## config.mk

```make
export PLATFORM = sky130hd
export DESIGN_NAME = simt_stack_param
export DESIGN_NICKNAME = d
export VERILOG_FILES = /design/src/rtl/simt_stack_param.sv
export SDC_FILE = /design/constraint.sdc
export NUM_CORES = 2
export LEC_CHECK = 0
export ABC_AREA = 1
export CORE_MARGIN = 8
export CORE_UTILIZATION = 34
export CTS_CLUSTER_DIAMETER = 40
export DETAILED_ROUTE_END_ITERATION = 10
export SETUP_SLACK_MARGIN = 0.1
export SYNTH_ARGS = -nofsm -noshare
export SYNTH_HDL_FRONTEND = slang
export SYNTH_SLANG_ARGS = --single-unit
```

## constraint.sdc

```tcl
create_clock -name clk -period 15.32 [get_ports clk]
set_input_delay 2.298 -clock clk [delete_from_list [all_inputs] [get_ports clk]]
set_output_delay 2.298 -clock clk [all_outputs]
set_load 0.02 [all_outputs]
```

## src/rtl/simt_stack_param.sv

```systemverilog
// Per-warp SIMT divergence/reconvergence stack with CALL/RET frames,
// branch stall tracking and sticky overflow/underflow flags.
module simt_stack_param #(
    parameter int NUM_WARPS   = 8,
    parameter int NUM_THREADS = 8,
    parameter int DEPTH       = 4,
    parameter int PC_W        = 32,
    localparam int WID_W      = (NUM_WARPS > 1) ? $clog2(NUM_WARPS) : 1
) (
    input  logic                           clk,
    input  logic                           rst,
    input  logic                           tm_init,
    input  logic [WID_W-1:0]               tm_wid,
    input  logic [NUM_THREADS-1:0]         tm_mask,
    input  logic                           id_valid,
    output logic                           id_ready,
    input  logic [WID_W-1:0]               id_wid,
    input  logic [2:0]                     id_op,
    input  logic [PC_W-1:0]                id_pcplus4,
    input  logic [PC_W-1:0]                id_target,
    input  logic                           alu_br_valid,
    input  logic [WID_W-1:0]               alu_wid,
    input  logic [NUM_THREADS-1:0]         alu_outcome,
    input  logic [PC_W-1:0]                alu_target,
    input  logic [PC_W-1:0]                alu_pcplus4,
    output logic [NUM_WARPS*NUM_THREADS-1:0] active_mask_flat,
    output logic [NUM_WARPS-1:0]           br_stall,
    output logic                           redir_valid,
    output logic [WID_W-1:0]               redir_wid,
    output logic [PC_W-1:0]                redir_pc,
    output logic [NUM_WARPS-1:0]           drop_instr,
    output logic [NUM_WARPS-1:0]           stack_empty,
    output logic [NUM_WARPS-1:0]           stack_err
);

    localparam int PTR_W = $clog2(DEPTH + 1);
    localparam int IDX_W = (DEPTH > 1) ? $clog2(DEPTH) : 1;
    localparam logic [PTR_W-1:0] P_DEPTH = PTR_W'(DEPTH);
    localparam logic [PTR_W-1:0] P_ONE   = PTR_W'(1);
    localparam logic [PTR_W-1:0] P_TWO   = PTR_W'(2);

    localparam logic [2:0] OP_BR = 3'd0, OP_SYNC = 3'd1, OP_CALL = 3'd2, OP_RET = 3'd3;

    typedef enum logic [1:0] {
        T_DIV_PEND   = 2'd0,
        T_DIV_RECONV = 2'd1,
        T_CALL       = 2'd2
    } ent_type_t;

    typedef struct packed {
        ent_type_t              typ;
        logic [NUM_THREADS-1:0] mask;
        logic [PC_W-1:0]        pc;
    } entry_t;

    logic [NUM_THREADS-1:0] r_mask [NUM_WARPS];
    logic [PTR_W-1:0]       r_ptr  [NUM_WARPS];
    entry_t                 r_stk  [NUM_WARPS][DEPTH];
    logic [NUM_WARPS-1:0]   r_stall, r_err, r_drop;
    logic                   r_redir_valid;
    logic [WID_W-1:0]       r_redir_wid;
    logic [PC_W-1:0]        r_redir_pc;

    logic [NUM_THREADS-1:0] w_alu_mask, w_t, w_n;
    logic [PTR_W-1:0]       w_alu_ptr, w_id_ptr, w_id_ptr_m1;
    logic                   w_alu_fire, w_alu_div, w_alu_push, w_alu_err, w_alu_redir;
    logic                   w_id_empty, w_id_full, w_id_redir_req, w_id_ready, w_id_fire;
    entry_t                 w_top;

    // Resolve-side and decode-side decisions for this cycle.
    always_comb begin
        w_alu_mask  = r_mask[alu_wid];
        w_t         = alu_outcome & w_alu_mask;
        w_n         = w_alu_mask & ~alu_outcome;
        w_alu_ptr   = r_ptr[alu_wid];
        // tm_init on the same warp swallows the resolve entirely
        w_alu_fire  = alu_br_valid && r_stall[alu_wid] && !(tm_init && tm_wid == alu_wid);
        w_alu_div   = w_alu_fire && (w_t != '0) && (w_n != '0);
        w_alu_push  = w_alu_div && ((P_DEPTH - w_alu_ptr) >= P_TWO);
        w_alu_err   = w_alu_div && !w_alu_push;
        w_alu_redir = w_alu_fire && (w_t != '0);

        w_id_ptr    = r_ptr[id_wid];
        w_id_ptr_m1 = w_id_ptr - P_ONE;
        w_id_empty  = (w_id_ptr == '0);
        w_id_full   = (w_id_ptr == P_DEPTH);
        w_top       = r_stk[id_wid][w_id_ptr_m1[IDX_W-1:0]];

        w_id_redir_req = 1'b0;
        case (id_op)
            OP_SYNC: w_id_redir_req = !w_id_empty && (w_top.typ == T_DIV_PEND);
            OP_CALL: w_id_redir_req = !w_id_full;
            OP_RET:  w_id_redir_req = !w_id_empty && (w_top.typ == T_CALL);
            default: w_id_redir_req = 1'b0;
        endcase

        // A decode redirect that collides with an ALU redirect is held off
        w_id_ready = !(alu_br_valid && alu_wid == id_wid)
                  && !(tm_init && tm_wid == id_wid)
                  && !r_stall[id_wid]
                  && !(w_alu_redir && w_id_redir_req);
        w_id_fire  = id_valid && w_id_ready;
    end

    // Per-warp control state: masks, pointers, stall/error flags, redirect pulse.
    always_ff @(posedge clk) begin
        if (rst) begin
            for (int w = 0; w < NUM_WARPS; w++) begin
                r_mask[w] <= '0;
                r_ptr[w]  <= '0;
            end
            r_stall       <= '0;
            r_err         <= '0;
            r_drop        <= '0;
            r_redir_valid <= 1'b0;
            r_redir_wid   <= '0;
            r_redir_pc    <= '0;
        end else begin
            r_redir_valid <= 1'b0;
            r_drop        <= '0;

            if (w_alu_fire) begin
                r_stall[alu_wid] <= 1'b0;
                if (w_alu_push) begin
                    r_ptr[alu_wid]  <= w_alu_ptr + P_TWO;
                    r_mask[alu_wid] <= w_t;
                end
                if (w_alu_err) r_err[alu_wid] <= 1'b1;
            end

            if (w_id_fire) begin
                case (id_op)
                    OP_BR: r_stall[id_wid] <= 1'b1;
                    OP_SYNC: if (!w_id_empty && w_top.typ != T_CALL) begin
                        r_ptr[id_wid]  <= w_id_ptr_m1;
                        r_mask[id_wid] <= w_top.mask;
                    end
                    OP_CALL: begin
                        if (!w_id_full) r_ptr[id_wid] <= w_id_ptr + P_ONE;
                        else            r_err[id_wid] <= 1'b1;
                    end
                    OP_RET: begin
                        if (!w_id_empty && w_top.typ == T_CALL) begin
                            r_ptr[id_wid]  <= w_id_ptr_m1;
                            r_mask[id_wid] <= w_top.mask;
                        end else begin
                            r_err[id_wid] <= 1'b1;
                        end
                    end
                    default: ;
                endcase
            end

            if (w_alu_redir) begin
                r_redir_valid <= 1'b1;
                r_redir_wid   <= alu_wid;
                r_redir_pc    <= alu_target;
                r_drop        <= NUM_WARPS'(1) << alu_wid;
            end else if (w_id_fire && w_id_redir_req) begin
                r_redir_valid <= 1'b1;
                r_redir_wid   <= id_wid;
                r_redir_pc    <= (id_op == OP_CALL) ? id_target : w_top.pc;
                r_drop        <= NUM_WARPS'(1) << id_wid;
            end

            // Last assignment wins: initialisation overrides anything above on this warp
            if (tm_init) begin
                r_mask[tm_wid]  <= tm_mask;
                r_ptr[tm_wid]   <= '0;
                r_stall[tm_wid] <= 1'b0;
                r_err[tm_wid]   <= 1'b0;
            end
        end
    end

    // Stack entry storage, written on pushes only.
    // NOTE: entries are not reset; a zero pointer marks them invalid, so clearing storage adds nothing.
    always_ff @(posedge clk) begin
        if (!rst) begin
            if (w_alu_push) begin
                r_stk[alu_wid][w_alu_ptr[IDX_W-1:0]] <=
                    entry_t'{typ: T_DIV_RECONV, mask: w_alu_mask, pc: alu_pcplus4};
                r_stk[alu_wid][IDX_W'(w_alu_ptr + P_ONE)] <=
                    entry_t'{typ: T_DIV_PEND, mask: w_n, pc: alu_pcplus4};
            end
            if (w_id_fire && id_op == OP_CALL && !w_id_full) begin
                r_stk[id_wid][w_id_ptr[IDX_W-1:0]] <=
                    entry_t'{typ: T_CALL, mask: r_mask[id_wid], pc: id_pcplus4};
            end
        end
    end

    // Flatten per-warp state onto the output vectors.
    always_comb begin
        active_mask_flat = '0;
        stack_empty      = '0;
        for (int w = 0; w < NUM_WARPS; w++) begin
            active_mask_flat[w*NUM_THREADS +: NUM_THREADS] = r_mask[w];
            stack_empty[w] = (r_ptr[w] == '0);
        end
    end

    assign id_ready    = w_id_ready;
    assign br_stall    = r_stall;
    assign stack_err   = r_err;
    assign redir_valid = r_redir_valid;
    assign redir_wid   = r_redir_wid;
    assign redir_pc    = r_redir_pc;
    assign drop_instr  = r_drop;

endmodule
```

==> metrics.txt <==
result of the run=completed; number of search-and-repair iterations in the first detailed-routing pass=6; endpoint required time on the critical path=15.74 ns; # Max-Cap Violations=0; mean post-synth cell area=12.6 um^2; register bit total from synthesis=1,492; clock transition time at the flip-flop clock pins of the worst setup and hold paths=0.06 ns; number of nets in the layout=5,302; total nets after synthesis=5,004; RSZ-0062 raised after global routing=false; worst clock skew=0.0629 ns; worst supply voltage drop on vdd=0.0000915 V; TNS Setup=0 ns; area taken by multi-input logic gates=15,300 um^2; startpoint class of the critical path=input port; P per Cell Area=133 nW/um^2; area delta synth->final=20.3%; final core utilization=0.411; GR Util All Layers=0.195; Die ar.=193,000 um^2; weighted congestion reported at the end of routability-driven placement=0.914; Die Ht=439 um; CTS Hold Bufs=0; path type of the worst setup path=in2reg; maximum achievable frequency=95.2 MHz; final HPWL from detailed placement=117,000 um; share of Yosys cell area claimed by the top area cell type=0.695; final hold viol count=0; via count of the first global-routing pass=40,800; die outline width=439 um; post-synthesis sequential area ratio=0.723; deepest clock path buffer count=3; slew margin rel.=0.172; Initial Util=0.342; final period demand of the worst path=10.50 ns; global route overflow=0; residual antenna-violating net count after detailed routing=0; maximum number of pins on one net before global-route repair=145; number of antenna violations at the first check in global routing=8; mean routed wirelength per cell=25.5 um; vias after detailed routing=42,100; library cell used as clock root buffer=sky130_fd_sc_hd__clkbuf_16; Tightest Hold Check Type=reg2reg; category of the worst setup path capture point=register; count of pins on the block boundary=294; layout cells sized above 1=0.102; floorplan core area=178,000 um^2; yosys warns=0; unique cell type count in the Yosys netlist=50; slew of the pin with the lowest slew margin=1.24 ns; wire length of the first global-routing pass=283,000 um; clock buffer count from CTS=200; part of the cycle the worst path needs=0.685; post-synthesis instance area=60,800 um^2; starting DRC count in detailed routing=4,910; Fill cells=16,400; EDFF count, synth=1,408; dominant register cell in the synthesized netlist=sky130_fd_sc_hd__edfxtp_1; final setup fails=0; async set-or-reset flop fraction in the synthesized netlist=0; DRC violation count after routing=0; latest clock arrival within the worst-skew pair=0.84 ns; clock sinks=1,492; total leakage power=0.0241 uW; detail-routed via count per cell=5.51; detailed-route wire length=195,000 um; post-synthesis instance total=4,830; Worst Path Max Fanout=65; CTS H-tree lvls=4; Synth area leaders=sky130_fd_sc_hd__edfxtp_1 70%, sky130_fd_sc_hd__nand2_1 7.4%, sky130_fd_sc_hd__a22oi_1 4.4%, sky130_fd_sc_hd__dfxtp_1 2.8%, sky130_fd_sc_hd__a31oi_1 2.8%; cell type contributing the most total cell area after synthesis=sky130_fd_sc_hd__edfxtp_1; post-CTS resize count=0; Final Total Pwr=9760 uW; port bufs=293; sequential standard cell area=44,000 um^2; arrival time reported for the critical path endpoint=10.92 ns; number of core rows=155; total count of max-transition violations in the final report=0; clock tree from TritonCTS=built; Post CTS Setup Buffer Count=0
Yosys cell counts, drive strengths merged (3+ instances only):
| master | count |
|---|---|
| nor3 | 50 |
| buf | 69 |
| xnor2 | 5 |
| clkbuf | 218 |
| o31ai | 11 |
| a22o | 46 |
| o22ai | 14 |
| xor2 | 3 |
| a211oi | 14 |
| edfxtp | 1408 |
| a22oi | 357 |
| dfxtp | 84 |
| nand2 | 1222 |
| nand4 | 4 |
| nand3 | 163 |
| o211ai | 9 |
| o221ai | 56 |
| a21oi | 106 |
| o21ai | 279 |
| a221oi | 19 |
| ha | 13 |
| a31oi | 268 |
| inv | 185 |
| a311oi | 28 |
| nor2 | 186 |
| o311ai | 3 |
report_power, final:
part           internal [uW]  switching, uW
clock                   2620           1880
sequential              4520           20.9
combinational            197            522
total                   7330           2430
logic make-up (layout without fill, tap and decap cells):
group | Yosys count | count (layout) | synth area share
adder cells (fa/ha/maj) | 13 | 13 | 0.00267
XOR/XNOR | 8 | 8 | 0.00115
buffers and inverters | 473 | 940 | 0.0311
flip-flops | 1492 | 1492 | 0.723
AO/OA/AOI/OAI | 1216 | 1216 | 0.133
AND/OR/NAND/NOR | 1628 | 1628 | 0.109
other | 0 | 1 | 0
worst max-delay path, stage by stage:
cell	delay (ns)
sky130_fd_sc_hd__clkdlybuf4s50_1	0.46
sky130_fd_sc_hd__buf_4	0.36
sky130_fd_sc_hd__inv_1	0.45
sky130_fd_sc_hd__nor2_4	0.70
sky130_fd_sc_hd__a221oi_1	0.20
sky130_fd_sc_hd__o21ai_0	0.41
sky130_fd_sc_hd__inv_1	0.19
sky130_fd_sc_hd__ha_4	0.52
sky130_fd_sc_hd__inv_2	0.14
sky130_fd_sc_hd__buf_4	0.61
sky130_fd_sc_hd__nand3_1	0.24
sky130_fd_sc_hd__nand2_1	0.13
sky130_fd_sc_hd__inv_2	0.05
sky130_fd_sc_hd__nand4_1	0.11
sky130_fd_sc_hd__nand2_1	0.11
sky130_fd_sc_hd__nand2_2	0.10
sky130_fd_sc_hd__nand3_4	0.12
sky130_fd_sc_hd__nor2_8	0.21
sky130_fd_sc_hd__o21ai_2	0.17
sky130_fd_sc_hd__nand2_4	0.41
sky130_fd_sc_hd__buf_4	0.73
sky130_fd_sc_hd__nand2_1	0.12
sky130_fd_sc_hd__nand2_1	0.19
sky130_fd_sc_hd__nand3_1	0.37
sky130_fd_sc_hd__nor2_4	0.72
sky130_fd_sc_hd__buf_4	0.60
cell usage in the layout, fill, tap and decap left out, drive strengths merged, types with 4 or more instances in the layout:
cell type / n
clkdlybuf4s50: 292
a22o: 46
clkbuf: 225
a22oi: 357
o221ai: 56
a311oi: 28
o22ai: 14
nor2: 186
nand4: 4
clkinvlp: 17
nand2: 1222
a211oi: 14
a21oi: 106
nor3: 50
o211ai: 9
clkinv: 81
buf: 89
inv: 227
a221oi: 19
dfxtp: 84
o21ai: 279
o31ai: 11
a31oi: 268
xnor2: 5
ha: 13
edfxtp: 1408
bufinv: 9
nand3: 163
registers in the layout, summed over array words and instances, names as in the netlist:
| signal | count |
|---|---|
| redir_wid | 3 |
| redir_pc | 32 |
| drop_instr | 8 |
| r_ptr | 24 |
| r_mask | 64 |
| br_stall | 8 |
| redir_valid | 1 |
| stack_err | 8 |
| r_stk | 1344 |
per-layer routing:
layer  share of wire  track usage  vias to the layer above  routed length (um)
met1            0.42        0.265                    21000               81600
met5               0            0                        -                   0
met4           0.032       0.0646                        0                6280
met3           0.087       0.0424                      334               17000
li1                -            -                    18700                   -
met2            0.46        0.311                     2070               90100
path summary, 6_finish.rpt:
kind	start	end	slack (ns)	depth (start not counted)
setup / recovery	id_wid[0]	r_stk[7][80]	4.82	26
hold / removal	stack_err[0]	stack_err[0]	0.49	2
setup reg to reg	r_ptr[7][1]	r_stk[7][80]	7.72	24
hold reg to reg	stack_err[0]	stack_err[0]	0.49	2
area by class of cell:
cell class,count,area share
Timing Repair Buffer,383,0.0501
Multi-Input combinational cell,2865,0.209
Clock inverter,148,0.0199
Clock buffer,223,0.0700
Tap cell,2355,0.0403
Sequential cell,1492,0.601
Inverter,186,0.00979
Antenna cell,1,0.0000342
metrics by stage:
step / instances / hold WS, ns / cell area [um^2] / worst slack (ns)
after floorplan: 4830 / 0.476 / 60800 / 6.69
after global placement: 7280 / 0.484 / 66600 / 4.35
after detailed placement: 7280 / 0.476 / 66600 / 4.11
after CTS: 7651 / 0.490 / 73100 / 4.98
after global routing: 7653 / 0.526 / 73100 / 4.21
final: 7653 / 0.486 / 73100 / 4.82
Power figures use the tool's default switching activity.
